## src/rtl/apes_rocket_rdout_if.sv

```systemverilog
// ---------------------------------------------------------------------------
// apes_rocket_rdout_if
// Bundles the two buses of the rocket readout responder:
//   - bin store read port: bin_rd / bin_addr out, bin_data back one cycle later
//   - telemetry word stream: tm_data / tm_valid out, tm_ready back
// Telemetry handshake: a word moves on every clock edge where
// tm_valid && tm_ready; once tm_valid is high, tm_data is frozen and
// tm_valid stays high until that transfer happens.
// ---------------------------------------------------------------------------
interface apes_rocket_rdout_if #(
    parameter int ADDR_W = 4
);
    logic              bin_rd;
    logic [ADDR_W-1:0] bin_addr;
    logic [15:0]       bin_data;
    logic [15:0]       tm_data;
    logic              tm_valid;
    logic              tm_ready;

    // Readout responder side
    modport master (
        output bin_rd,
        output bin_addr,
        input  bin_data,
        output tm_data,
        output tm_valid,
        input  tm_ready
    );

    // Bin store / TM serializer side
    modport slave (
        input  bin_rd,
        input  bin_addr,
        output bin_data,
        input  tm_data,
        input  tm_valid,
        output tm_ready
    );
endinterface

```

## src/rtl/apes_rocket_rdout.sv

```systemverilog
// ---------------------------------------------------------------------------
// apes_rocket_rdout
// Readout responder for the APES acquisition sequencer. On a held
// en_rocket_rd request it reads NBINS count bins from the bin store and
// streams a telemetry frame:
//   SYNC_WORD, frame_cnt, bin[0] .. bin[NBINS-1] [, checksum]
// then pulses rdout_done for one cycle and waits for the request to drop.
//
// Optional feature macro: APES_RD_CHKSUM_EN
//   defined   -> trailing 16-bit checksum word (frame_cnt + all bins, mod 2^16)
//   undefined -> no checksum accumulator, no CHK state, NBINS+2 words/frame
//
// Each bin costs three cycles: the DATA transfer cycle, the BINRD cycle in
// which the read strobe is presented to the synchronous store, and the FETCH
// cycle in which the returned data is captured.
// state_dbg exposes the current FSM state for observation.
// ---------------------------------------------------------------------------
module apes_rocket_rdout #(
    parameter int          NBINS     = 16,
    parameter int          ADDR_W    = 4,
    parameter logic [15:0] SYNC_WORD = 16'hEB90
) (
    input  logic                 clk50,
    input  logic                 rst_n,
    input  logic                 en_rocket_rd,
    output logic                 rdout_done,
    output logic [15:0]          frame_cnt,
    output logic [3:0]           state_dbg,
    apes_rocket_rdout_if.master  bus
);

    // Address of the final bin in a frame
    localparam logic [ADDR_W-1:0] LAST_ADDR = ADDR_W'(NBINS - 1);

    typedef enum logic [3:0] {
        IDLE  = 4'd0,
        SYNC  = 4'd1,
        FCNT  = 4'd2,
        BINRD = 4'd3,
        FETCH = 4'd4,
        DATA  = 4'd5,
`ifdef APES_RD_CHKSUM_EN
        CHK   = 4'd6,
`endif
        DONE  = 4'd7,
        HOLD  = 4'd8
    } state_t;

    state_t state_q, state_d;

    // Registered outputs and their next values
    logic [15:0]       tm_data_q, tm_data_d;
    logic              tm_valid_q, tm_valid_d;
    logic              bin_rd_q, bin_rd_d;
    logic [ADDR_W-1:0] bin_addr_q, bin_addr_d;
    logic              done_q, done_d;

`ifdef APES_RD_CHKSUM_EN
    logic [15:0]       chk_q, chk_d;
`endif

    // A telemetry word is accepted this cycle
    logic xfer;
    assign xfer = tm_valid_q && bus.tm_ready;

    // State register
    always_ff @(posedge clk50 or negedge rst_n) begin
        if (!rst_n) begin
            state_q <= IDLE;
        end else begin
            state_q <= state_d;
        end
    end

    // Next-state and next-output decode; every register holds unless told otherwise
    always_comb begin
        state_d    = state_q;
        tm_data_d  = tm_data_q;
        tm_valid_d = tm_valid_q;
        bin_rd_d   = 1'b0;
        bin_addr_d = bin_addr_q;
        done_d     = 1'b0;
`ifdef APES_RD_CHKSUM_EN
        chk_d      = chk_q;
`endif

        unique case (state_q)
            IDLE: begin
                if (en_rocket_rd) begin
                    tm_data_d  = SYNC_WORD;
                    tm_valid_d = 1'b1;
`ifdef APES_RD_CHKSUM_EN
                    chk_d      = 16'h0000;
`endif
                    state_d    = SYNC;
                end
            end

            SYNC: begin
                // Sync word accepted: present the frame counter next
                if (xfer) begin
                    tm_data_d = frame_cnt;
`ifdef APES_RD_CHKSUM_EN
                    chk_d     = chk_q + frame_cnt;
`endif
                    state_d   = FCNT;
                end
            end

            FCNT: begin
                // Counter word accepted: start reading bin 0
                if (xfer) begin
                    tm_valid_d = 1'b0;
                    bin_rd_d   = 1'b1;
                    bin_addr_d = '0;
                    state_d    = BINRD;
                end
            end

            BINRD: begin
                // Store samples the strobe on this edge; data returns next cycle
                state_d = FETCH;
            end

            FETCH: begin
                tm_data_d  = bus.bin_data;
                tm_valid_d = 1'b1;
`ifdef APES_RD_CHKSUM_EN
                chk_d      = chk_q + bus.bin_data;
`endif
                state_d    = DATA;
            end

            DATA: begin
                if (xfer) begin
                    if (bin_addr_q != LAST_ADDR) begin
                        bin_addr_d = bin_addr_q + 1'b1;
                        bin_rd_d   = 1'b1;
                        tm_valid_d = 1'b0;
                        state_d    = BINRD;
                    end else begin
`ifdef APES_RD_CHKSUM_EN
                        // chk_q already includes the last bin, added in FETCH
                        tm_data_d  = chk_q;
                        state_d    = CHK;
`else
                        tm_valid_d = 1'b0;
                        state_d    = DONE;
`endif
                    end
                end
            end

`ifdef APES_RD_CHKSUM_EN
            CHK: begin
                if (xfer) begin
                    tm_valid_d = 1'b0;
                    state_d    = DONE;
                end
            end
`endif

            DONE: begin
                tm_valid_d = 1'b0;
                done_d     = 1'b1;
                bin_addr_d = '0;
                state_d    = HOLD;
            end

            HOLD: begin
                // Request must drop before another frame may start
                if (!en_rocket_rd) begin
                    state_d = IDLE;
                end
            end

            default: begin
                state_d    = IDLE;
                tm_valid_d = 1'b0;
                bin_addr_d = '0;
            end
        endcase
    end

    // Output and datapath registers
    always_ff @(posedge clk50 or negedge rst_n) begin
        if (!rst_n) begin
            tm_data_q  <= 16'h0000;
            tm_valid_q <= 1'b0;
            bin_rd_q   <= 1'b0;
            bin_addr_q <= '0;
            done_q     <= 1'b0;
        end else begin
            tm_data_q  <= tm_data_d;
            tm_valid_q <= tm_valid_d;
            bin_rd_q   <= bin_rd_d;
            bin_addr_q <= bin_addr_d;
            done_q     <= done_d;
        end
    end

`ifdef APES_RD_CHKSUM_EN
    // Running checksum of frame_cnt and bin words
    always_ff @(posedge clk50 or negedge rst_n) begin
        if (!rst_n) begin
            chk_q <= 16'h0000;
        end else begin
            chk_q <= chk_d;
        end
    end
`endif

    // Completed-frame counter, advanced once per frame and wrapping at 16 bits
    always_ff @(posedge clk50 or negedge rst_n) begin
        if (!rst_n) begin
            frame_cnt <= 16'h0000;
        end else if (state_q == DONE) begin
            frame_cnt <= frame_cnt + 16'h0001;
        end
    end

    assign bus.tm_data  = tm_data_q;
    assign bus.tm_valid = tm_valid_q;
    assign bus.bin_rd   = bin_rd_q;
    assign bus.bin_addr = bin_addr_q;
    assign rdout_done   = done_q;
    assign state_dbg    = state_q;

endmodule

```

## src/flat_wrapper.sv

```systemverilog
// flat-port wrapper written by rule: the top's interface ports become plain ports
module apes_rocket_rdout_flat 
#(
    parameter int          NBINS     = 16,
    parameter int          ADDR_W    = 4,
    parameter logic [15:0] SYNC_WORD = 16'hEB90
)
  (clk50, rst_n, en_rocket_rd, rdout_done, frame_cnt, state_dbg, bus_bin_rd, bus_bin_addr, bus_bin_data, bus_tm_data, bus_tm_valid, bus_tm_ready);
  apes_rocket_rdout_if #(.ADDR_W(ADDR_W)) bus_i ();
  input  logic clk50;
  input  logic rst_n;
  input  logic en_rocket_rd;
  output logic rdout_done;
  output logic [15:0] frame_cnt;
  output logic [3:0] state_dbg;
  output wire logic [$bits(bus_i.bin_rd)-1:0] bus_bin_rd;
  output wire logic [$bits(bus_i.bin_addr)-1:0] bus_bin_addr;
  input wire logic [$bits(bus_i.bin_data)-1:0] bus_bin_data;
  output wire logic [$bits(bus_i.tm_data)-1:0] bus_tm_data;
  output wire logic [$bits(bus_i.tm_valid)-1:0] bus_tm_valid;
  input wire logic [$bits(bus_i.tm_ready)-1:0] bus_tm_ready;
  assign bus_bin_rd = bus_i.bin_rd;
  assign bus_bin_addr = bus_i.bin_addr;
  assign bus_i.bin_data = bus_bin_data;
  assign bus_tm_data = bus_i.tm_data;
  assign bus_tm_valid = bus_i.tm_valid;
  assign bus_i.tm_ready = bus_tm_ready;
  apes_rocket_rdout #(.NBINS(NBINS), .ADDR_W(ADDR_W), .SYNC_WORD(SYNC_WORD)) u_core (.clk50(clk50), .rst_n(rst_n), .en_rocket_rd(en_rocket_rd), .rdout_done(rdout_done), .frame_cnt(frame_cnt), .state_dbg(state_dbg), .bus(bus_i));
endmodule
```

## config.mk

```make
export PLATFORM = sky130hd
export DESIGN_NAME = apes_rocket_rdout_flat
export DESIGN_NICKNAME = d
export VERILOG_FILES = /design/src/rtl/apes_rocket_rdout_if.sv /design/src/rtl/apes_rocket_rdout.sv /design/src/flat_wrapper.sv
export SDC_FILE = /design/constraint.sdc
export NUM_CORES = 1
export LEC_CHECK = 0
export ABC_AREA = 1
export BUFFER_PORTS_ARGS = -buffer_cell sky130_fd_sc_hd__buf_2
export CAP_MARGIN = 0
export CORE_ASPECT_RATIO = 1.5
export CORE_UTILIZATION = 27
export DETAILED_ROUTE_END_ITERATION = 6
export HOLD_SLACK_MARGIN = 0.12
export SLEW_MARGIN = 20
export SYNTH_ARGS = -nofsm -noshare
export SYNTH_HDL_FRONTEND = slang
export SYNTH_SLANG_ARGS = --single-unit
```

## constraint.sdc

```tcl
create_clock -name clk50 -period 2.6 [get_ports clk50]
set_clock_uncertainty 0.2 [all_clocks]
set_input_delay 0.26 -clock clk50 [delete_from_list [all_inputs] [get_ports clk50]]
set_output_delay 0.26 -clock clk50 [all_outputs]
set_load 0.01 [all_outputs]
```

==> metrics.txt, run 1 <==
outcome finished clean; overall routing resource usage 15.83%; PortBufs 62; crit share post-route 67.64%; sequential area share after synthesis 45.94%; vias post-DR 2212; Root Driver clkbuf_16; Post-Syn Area 2342 um^2; GR Overflow Total 0; Post-CTS Setup Inserts 0; CP delay by family, top simple AND/OR/NAND/NOR gates; core area 8413 um^2; Final Hold Slack 0.1238 ns; WL/cell 13.25 um; Multi-input gate area 1107 um^2; final worst slack 0.8413 ns; cell row count 41; largest family of logic cells by synthesized area simple AND/OR/NAND/NOR gates; share of post-route cells with drive strength above 1 23.00%; Die Width 78.05 um; Yosys Warn Count 0; Final Util 36.35%; critical path class reg2reg; Slew headroom 62.19%; Detailed Route Iter0 Violations 96; Fillers 926; top achievable clock speed 568.6 MHz; crit start category flop; number of diodes 0; Mapped Cells 310; number of CTS-inserted buffers 5; first-pass GRT wire length 10980 um; Resize count post-CTS 0; largest net degree at the start of global routing 44; Cell variety after synth 27; Synth Register Bits 43; VDD IR max 383.9 uV; Post-CTS Hold Fix Bufs 11; Final Hold Fails 0; drt drc 0; CTS tree built; critical path endpoint category flop; Adder-Cell Fraction of Synth Area 1.068%; fin nets 408; Critical Path AT 1.78 ns; Final HPWL DP 5052 um; DIE AREA 9059 um^2; clock transition at the registers of the reported paths 0.06 ns; Vias/cell 4.478; RSZ-0062 raised after global routing false; measured slew at the worst slew-check pin 0.5671 ns; Max Slew Vio Count 0; Pwr Density 968.7 nW/um^2; Top Ports 63; drt pass-1 iters 4; syn avg cell area 7.556 um^2; Routed Antenna Nets 0; Clock Latency Late Sink 0.29 ns; buffers and inverters on the worst path 1; CP max stage delay 0.46 ns; Mapped Nets 332; Initial Util 27.84%; worst hold-check path type in2reg; Crit Path Max Fanout 17; routability congestion estimate from global placement 0.8722; Synth Area in Compound Gates 4.594%; Worst Path Required 2.62 ns; crit path cell chain nor2_4 > nand2_4 > o21ai_4 > nand2_4 > inv_6 > nand2_1 > nand2_1; Register Area 1076 um^2; Post-Place Worst Slack 0.8377 ns; simple-gate share of the synthesized area 37.50%; setup TNS 0 ns; clock sink count 43; Final setup viols 0; vias in the first global route 2252; xor/xnor share of the synthesized area 4.113%; max_cap viols 0; min cycle time layout 1.759 ns; initial antenna violation count 0; post-synthesis mux area share 0%; Pwr Total 2962 uW; area grow syn2layout 30.56%; CTS H-Tree Depth 2; maximum buffer depth of the clock tree 2; Lkg Pwr 0.001650 uW; Critical-path top delay cell dfrtp_1; Total Routed Length 6546 um; Die Span Y 116.1 um
## per-layer routing
layer  part of all wire, %  track usage (%)
met5                     0                0
met3                   4.2            2.677
met2                    52            28.60
met4                   3.2            7.037
met1                    40            18.22
## cell usage in the layout, fill, tap and decap left out, drive strengths merged, types with 3 or more instances in the layout
cell / instances
a21oi: 3
buf: 62
clkbuf: 5
dfrtp: 43
dlygate4sd3: 11
inv: 32
nand2: 136
nand3: 28
nand4: 3
nor2: 31
o21ai: 11
xor2: 9
## sequential cells by signal (all words and copies together) (netlist names)
signal               cells
u_core.bus.tm_data      16
u_core.bus.tm_valid      1
u_core.state_dbg         4
u_core.bus.bin_rd        1
u_core.bus.bin_addr      4
u_core.rdout_done        1
u_core.frame_cnt        16
## final cells by class
| type | count | area share (%) |
|---|---|---|
| clock buffers | 5 | 4.092 |
| clock inverters | 3 | 2.209 |
| inverters | 32 | 4.092 |
| multi-input cells | 231 | 36.21 |
| flip-flops and latches | 43 | 35.19 |
| well taps | 107 | 4.378 |
| repair buffers | 73 | 13.83 |
## logic make-up (layout without fill, tap and decap cells)
kind of cell / after synthesis / after routing
DFF: 43 / 43
adders and majority gates: 2 / 2
buffers and inverters: 36 / 113
AOI/OAI and AO/OA: 17 / 17
and+or+nand+nor: 201 / 201
xor gates and xnor gates: 11 / 11
## worst paths after layout
path | endpoint | cells past startpoint | slack, ns | startpoint
min in group asynchronous | u_core.state_dbg[2] | 2 | 0.31 | rst_n
max in group asynchronous | u_core.bus.tm_data[6] | 2 | 1.50 | rst_n
setup reg to reg | u_core.bus.tm_data[9] | 7 | 0.84 | u_core.state_dbg[3]
hold reg to reg | u_core.bus.tm_data[1] | 2 | 0.28 | u_core.bus.tm_data[1]
hold / removal | u_core.bus.tm_data[8] | 5 | 0.12 | bus_bin_data[8]
setup / recovery | u_core.bus.tm_data[9] | 7 | 0.84 | u_core.state_dbg[3]
## where the power goes
group	switching, uW	leakage [uW]	total, uW	internal (uW)
Sequential	140	0.000574	970	829
Combinational	788	0.000986	1180	388
Clock	265	0.0000900	816	550
## per-stage QoR
stage               instance area [um^2]  cells
finish                              3058    494
CTS                                 3055    494
global placement                    2753    475
global route                        3058    494
floorplan                           2342    310
detailed placement                  2753    475
## Yosys cell counts (all sizes together)
master | number | area (um^2)
nor2 | 31 | 161.4
nand4 | 3 | 18.77
ha | 2 | 25.02
a211oi | 1 | 7.510
a21oi | 3 | 15.01
clkbuf | 1 | 3.750
nand2 | 136 | 535.5
nor3b | 1 | 7.510
buf | 3 | 30.02
xor2 | 9 | 78.83
xnor2 | 2 | 17.52
inv | 32 | 125.1
nand3 | 28 | 140.1
dfrtp | 43 | 1076
nand3b | 2 | 15.01
o21ai | 11 | 70.07
o211ai | 2 | 15.01
## worst min-delay path, stage by stage
cell and delay, ns:
buf_2 0.08, nand2_1 0.05, nand3_1 0.08, nand2_1 0.06, nand2_1 0.05
No activity file was read; power rests on OpenSTA's default activity.
==> run 2, diff against run 1 <==
--- a/config.mk
+++ b/config.mk
@@ -5,7 +5,7 @@
 export SDC_FILE = /design/constraint.sdc
 export NUM_CORES = 1
 export LEC_CHECK = 0
-export ABC_AREA = 1
+export ABC_AREA = 0
 export BUFFER_PORTS_ARGS = -buffer_cell sky130_fd_sc_hd__buf_2
 export CAP_MARGIN = 0
 export CORE_ASPECT_RATIO = 1.5
==> constraint.sdc (replaced) <==
create_clock -name clk50 -period 1.6 [get_ports clk50]
set_clock_uncertainty 0.2 [all_clocks]
set_input_delay 0.16 -clock clk50 [delete_from_list [all_inputs] [get_ports clk50]]
set_output_delay 0.16 -clock clk50 [all_outputs]
set_load 0.01 [all_outputs]
==> metrics.txt, run 2 <==
DIE AREA 8382 um^2 (-7.5%); overall routing resource usage 15.76% (-0.069 points); clock sink count 43 (unchanged); Final HPWL DP 4296 um (-15%); commonest non-fill, non-tap cells in the layout 62 x buf_2, 38 x dfrtp_1, 34 x buf_4, 23 x nand2_1, 18 x dlygate4sd3_1; Die Span Y 111.6 um (-3.8%); synth top area cells dfrtp_1 50%, xnor2_1 5.3%, nand2_1 4.0%; Inst Count DP 398 (-16%); Yosys Warn Count 0 (unchanged); drt drc 0 (unchanged); crit start category flop; RSZ-0062 raised after global routing true; critical path endpoint category flop; vias in the first global route 1979 (-12%); critical path class reg2reg; hold path depth 3 (-2); Lkg Pwr 0.001583 uW (-4.1%); reg-to-reg setup timing slack -0.02 ns (-0.86 ns); outcome finished with violations; hold path startpoint bus_tm_ready; Final Util 42.86% (+6.5 points); worst hold-check path type in2reg; Slew headroom 70.25% (+8.1 points); Vias/cell 4.824 (+7.7%); max_cap viols 0 (unchanged); Die Width 75.09 um (-3.8%); most common cell after layout, fill and taps aside buf_2; Post-synth EDFFs 0 (unchanged); crit share post-route 101.0% (+33 points); R2R cell count 3 (-4); number of diodes 0 (unchanged); clock transition at the registers of the reported paths 0.06 ns (about the same); Routed Antenna Nets 0 (unchanged); Pwr Density 1597 nW/um^2 (+65%); Final Hold Slack 0.03723 ns (-0.08661 ns); post-synth top area share 49.74% (+3.8 points); routability congestion estimate from global placement 0.7647 (-12%); maximum buffer depth of the clock tree 2 (unchanged); Initial Util 28.06% (+0.22 points); CTS H-Tree Depth 2 (unchanged); syn avg cell area 10.30 um^2 (+36%); failing checks setup timing; Post-Syn Area 2163 um^2 (-7.6%); Max Slew Vio Count 0 (unchanged); Final Hold Fails 0 (unchanged); initial antenna violation count 0 (unchanged); Finished Cell Area 3304 um^2 (+8.1%); CTS tree built; vias post-DR 2050 (-7.3%); min cycle time layout 1.616 ns (-0.1422 ns); r2r endpoint u_core.bus.tm_data[2]; Cell variety after synth 44 (+63%); share of post-route cells with drive strength above 1 43.03% (+20 points); Hold Path Sink u_core.bus.bin_rd; WL/cell 14.63 um (+10%); Root Driver clkbuf_16; sequential area share after synthesis 49.74% (+3.8 points); reg2reg start u_core.state_dbg[2]; non-filler cells, final 425 (-14%); Detailed Route Iter0 Violations 66 (-31%); dpl cell area 2864 um^2 (+4.0%); Top FF cell, synth dfrtp_1; top achievable clock speed 618.6 MHz (+8.8%); Total Routed Length 6216 um (-5.0%); VDD IR max 630.3 uV (+64%); fin nets 344 (-16%); Critical Path AT 1.61 ns (-0.17 ns); Clock Latency Late Sink 0.29 ns (about the same); largest net degree at the start of global routing 30 (-32%); final worst slack -0.01650 ns (-0.8578 ns); PortBufs 62 (unchanged); Mapped Nets 232 (-30%); Synth area leader dfrtp_1; first-pass GRT wire length 9708 um (-12%); measured slew at the worst slew-check pin 0.4438 ns (-0.1233 ns); Worst Path Required 1.59 ns (-1.03 ns); drt pass-1 iters 5 (+1); Crit Path Max Fanout 8 (-9); synth cell count leaders 43 x dfrtp_1, 23 x nand2_1, 14 x nor2_1; core area 7710 um^2 (-8.4%); Top Ports 63 (unchanged); Synth Register Bits 43 (unchanged); ys async rst share 100.0% (unchanged); number of CTS-inserted buffers 5 (unchanged); count leader, synth dfrtp_1; Post-CTS Hold Fix Bufs 18 (+7); Mapped Cells 210 (-32%); cell row count 39 (-4.9%); Final setup viols 3 (+3); area grow syn2layout 52.75%; GR Overflow Total 0 (unchanged)
## run 2: kinds of logic (layout without fill, tap and decap cells)
logic type               count (synthesis)  after routing  share of synthesized area [%]
adder cells (fa/ha/maj)                  2              2                          1.157
flip-flops                              43             43                          49.74
buffers and inverters                   20            132                          4.684
XOR/XNOR                                15             15                          6.073
AND/OR/NAND/NOR                         74             74                          18.91
multiplexers                             2              2                         0.9254
AO/OA/AOI/OAI                           54             55                          18.51
## run 2: timing repair
item                                    4_1_cts  5_1_grt
pin swaps                                     4        8
buffers inserted                              0        0
gates resized for setup                       6       15
hold endpoints to repair                     63        3
endpoints found under the setup margin       18       38
gates cloned                                  1        0
## run 2: area by class of cell
cell class / instances / area, um^2
clock buffers: 6 / 128.9
clock inverters: 2 / 37.54
fillers: 779 / 4405
inverters: 7 / 26.28
multi-input cells: 148 / 1105
flip-flops and latches: 43 / 1082
well taps: 102 / 127.6
repair buffers: 117 / 797.0
## run 2: metrics by stage
| step | setup TNS [ns] | power [uW] | setup WS [ns] |
|---|---|---|---|
| floorplan | -1.467 | 3043 | -0.09485 |
| global placement | 0 | 3867 | 0.002685 |
| detailed placement | -0.3833 | 3914 | -0.05765 |
| CTS | -0.1034 | 5209 | -0.02809 |
| global route | -1.739 | 5618 | -0.08416 |
| finish | -0.02422 | 5277 | -0.01650 |
## run 2: worst max-delay path by stage
| stage | start | to | slack (ns) | cells past startpoint |
|---|---|---|---|---|
| global placement | u_core.state_dbg[2] | u_core.bus.tm_data[12] | 0.003 | 3 |
| floorplan | u_core.state_dbg[1] | u_core.bus.tm_data[10] | -0.09 | 6 |
| global route | u_core.state_dbg[3] | u_core.frame_cnt[13] | -0.08 | 4 |
| finish | u_core.state_dbg[2] | u_core.bus.tm_data[2] | -0.02 | 3 |
| CTS | u_core.state_dbg[2] | u_core.bus.tm_data[3] | -0.03 | 3 |
| detailed placement | u_core.state_dbg[2] | u_core.bus.tm_data[0] | -0.06 | 3 |
## run 2: per-layer routing
layer / wire length [um] / track usage (%) / vias up
met5: 0 / 0 / -
met4: 147 / 7.673 / 0
met3: 224 / 2.896 / 7
met2: 3254 / 26.97 / 56
met1: 2589 / 18.30 / 1002
li1: - / - / 985
## run 2: critical path, cell delays in order (launching register included)
cell and delay (ns):
dfrtp_2 0.45, nand3b_4 0.22, a211o_4 0.40, o31ai_1 0.25
## run 2: report_power, final
| part | internal, uW | switching [uW] |
|---|---|---|
| Combinational | 1170 | 1360 |
| Clock | 737 | 426 |
| Sequential | 1360 | 214 |
| Total | 3270 | 2000 |
==> run 3, diff against run 2 <==
--- a/config.mk
+++ b/config.mk
@@ -9,9 +9,11 @@
 export BUFFER_PORTS_ARGS = -buffer_cell sky130_fd_sc_hd__buf_2
 export CAP_MARGIN = 0
 export CORE_ASPECT_RATIO = 1.5
-export CORE_UTILIZATION = 27
+export CORE_UTILIZATION = 55
 export DETAILED_ROUTE_END_ITERATION = 6
+export GPL_ROUTABILITY_DRIVEN = 1
 export HOLD_SLACK_MARGIN = 0.12
+export PLACE_DENSITY = 0.84
 export SLEW_MARGIN = 20
 export SYNTH_ARGS = -nofsm -noshare
 export SYNTH_HDL_FRONTEND = slang
==> constraint.sdc (replaced) <==
create_clock -name clk50 -period 2.1 [get_ports clk50]
set_clock_uncertainty 0.2 [all_clocks]
set_input_delay 0.21 -clock clk50 [delete_from_list [all_inputs] [get_ports clk50]]
set_output_delay 0.21 -clock clk50 [all_outputs]
set_load 0.01 [all_outputs]
==> metrics.txt, run 3 (synthesis gave the netlist of run 2 again) <==
outcome finished clean; routability congestion estimate from global placement 0.8602 (+12%); Resize count post-CTS 0 (-6); RSZ-0062 raised after global routing false; Die Width 53.21 um (-29%); Inst Count DP 311 (-22%); largest net degree at the start of global routing 44 (+47%); non-filler cells, final 337 (-21%); clock transition at the registers of the reported paths 0.07 ns (about the same); Worst Path Required 2.09 ns (+0.50 ns); overall routing resource usage 26.92% (+11 points); Post-CTS Hold Fix Bufs 19 (+1); setup TNS 0 ns (+0.02422 ns); number of CTS-inserted buffers 5 (unchanged); highest metal used met4; initial antenna violation count 0 (unchanged); Final HPWL DP 3337 um (-22%); fin nets 316 (-8.1%); vias post-DR 1900 (-7.3%); max_cap viols 0 (unchanged); Routed Antenna Nets 0 (unchanged); Total Routed Length 5068 um (-18%); DIE AREA 4193 um^2 (-50%); Slew headroom 64.31% (-5.9 points); area grow syn2layout 30.02%; met3 routed WL 179 um (-20%); critical path endpoint category flop; Final Hold Fails 0 (unchanged); PortBufs 62 (unchanged); WL/cell 15.04 um (+2.8%); Final setup viols 0 (-3); min cycle time layout 1.860 ns (+0.2438 ns); measured slew at the worst slew-check pin 0.5353 ns (+0.09152 ns); met1 WL 2122 um (-18%); commonest non-fill, non-tap cells in the layout 62 x buf_2, 43 x dfrtp_1, 23 x nand2_1, 19 x dlygate4sd3_1, 14 x nor2_1; crit start category flop; VDD IR max 870.8 uV (+38%); drt drc 0 (unchanged); CTS H-Tree Depth 2 (unchanged); clock sink count 43 (unchanged); top achievable clock speed 537.5 MHz (-13%); core area 3716 um^2 (-52%); number of diodes 0 (unchanged); Vias/cell 5.638 (+17%); share of post-route cells with drive strength above 1 28.91% (-14 points); Top Ports 63 (unchanged); crit share post-route 88.59% (-12 points); Pwr Density 1166 nW/um^2 (-27%); Max Slew Vio Count 0 (unchanged); Initial Util 58.22% (+30 points); Die Span Y 78.81 um (-29%); CTS tree built; Lkg Pwr 0.001355 uW (-14%); drt pass-1 iters 4 (-1); Crit Path Max Fanout 16 (+8); maximum buffer depth of the clock tree 2 (unchanged); worst hold-check path type reg2reg; first-pass GRT wire length 8169 um (-16%); Detailed Route Iter0 Violations 44 (-33%); GR Overflow Total 0 (unchanged); met2 wire length 2627 um (-19%); vias in the first global route 1745 (-12%); Post-CTS Setup Inserts 0 (unchanged); cell row count 27 (-31%); Root Driver clkbuf_8; Critical Path AT 1.85 ns (+0.24 ns); critical path class reg2reg; most common cell after layout, fill and taps aside buf_2; Clock Latency Late Sink 0.29 ns (about the same)
[run 3: worst max-delay path: stages, from the launching register on]
cell,delay (ns)
dfrtp_1,0.47
or2_1,0.41
a211o_4,0.42
o31ai_1,0.26
[run 3: where the power goes]
part | switching, uW | internal (uW) | leakage (uW)
Sequential | 186 | 1030 | 0.000560
Clock | 250 | 348 | 0.0000513
Combinational | 852 | 615 | 0.000743
[run 3: stage by stage]
step | setup slack, ns | power, uW | cell area, um^2 | hold WS [ns] | util (%)
2_1_floorplan | 0.3257 | 2249 | 2163 | -0.2856 | -
3_3_place_gp | 0.3051 | 2618 | 2520 | 0.1088 | 67.81
3_5_place_dp | 0.2833 | 2647 | 2520 | 0.1115 | 67.81
4_1_cts | 0.2596 | 3280 | 2813 | 0.2801 | 75.69
5_1_grt | 0.1530 | 3514 | 2813 | 0.3017 | 75.69
6_report | 0.2397 | 3280 | 2813 | 0.2756 | 75.69
[run 3: final cells by class]
cell class | instances | area [um^2]
Sequential cell | 43 | 1076
Fill cell | 284 | 903.4
Multi-Input combinational cell | 147 | 985.9
Inverter | 7 | 26.28
Timing Repair Buffer | 90 | 568.0
Tap cell | 43 | 53.80
Clock inverter | 1 | 30.03
Clock buffer | 6 | 72.57
[run 3: routing by layer]
| metal | vias to the layer above | global-route usage, % |
|---|---|---|
| met5 | - | 0 |
| met4 | 0 | 12.11 |
| met3 | 14 | 5.747 |
| met2 | 53 | 42.38 |
| met1 | 912 | 34.69 |
| li1 | 921 | - |
[run 3: path summary, 6_finish.rpt]
check                                      startpoint                     to  slack (ns)  cells past startpoint
worst max register to register    u_core.state_dbg[3]  u_core.bus.tm_data[3]        0.24                      3
worst min-delay path            u_core.bus.tm_data[5]  u_core.bus.tm_data[5]        0.28                      2
worst max-delay path              u_core.state_dbg[3]  u_core.bus.tm_data[3]        0.24                      3
max in group asynchronous                       rst_n      u_core.bus.bin_rd        1.01                      3
min in group asynchronous                       rst_n      u_core.rdout_done        0.32                      3
worst min register to register  u_core.bus.tm_data[5]  u_core.bus.tm_data[5]        0.28                      2
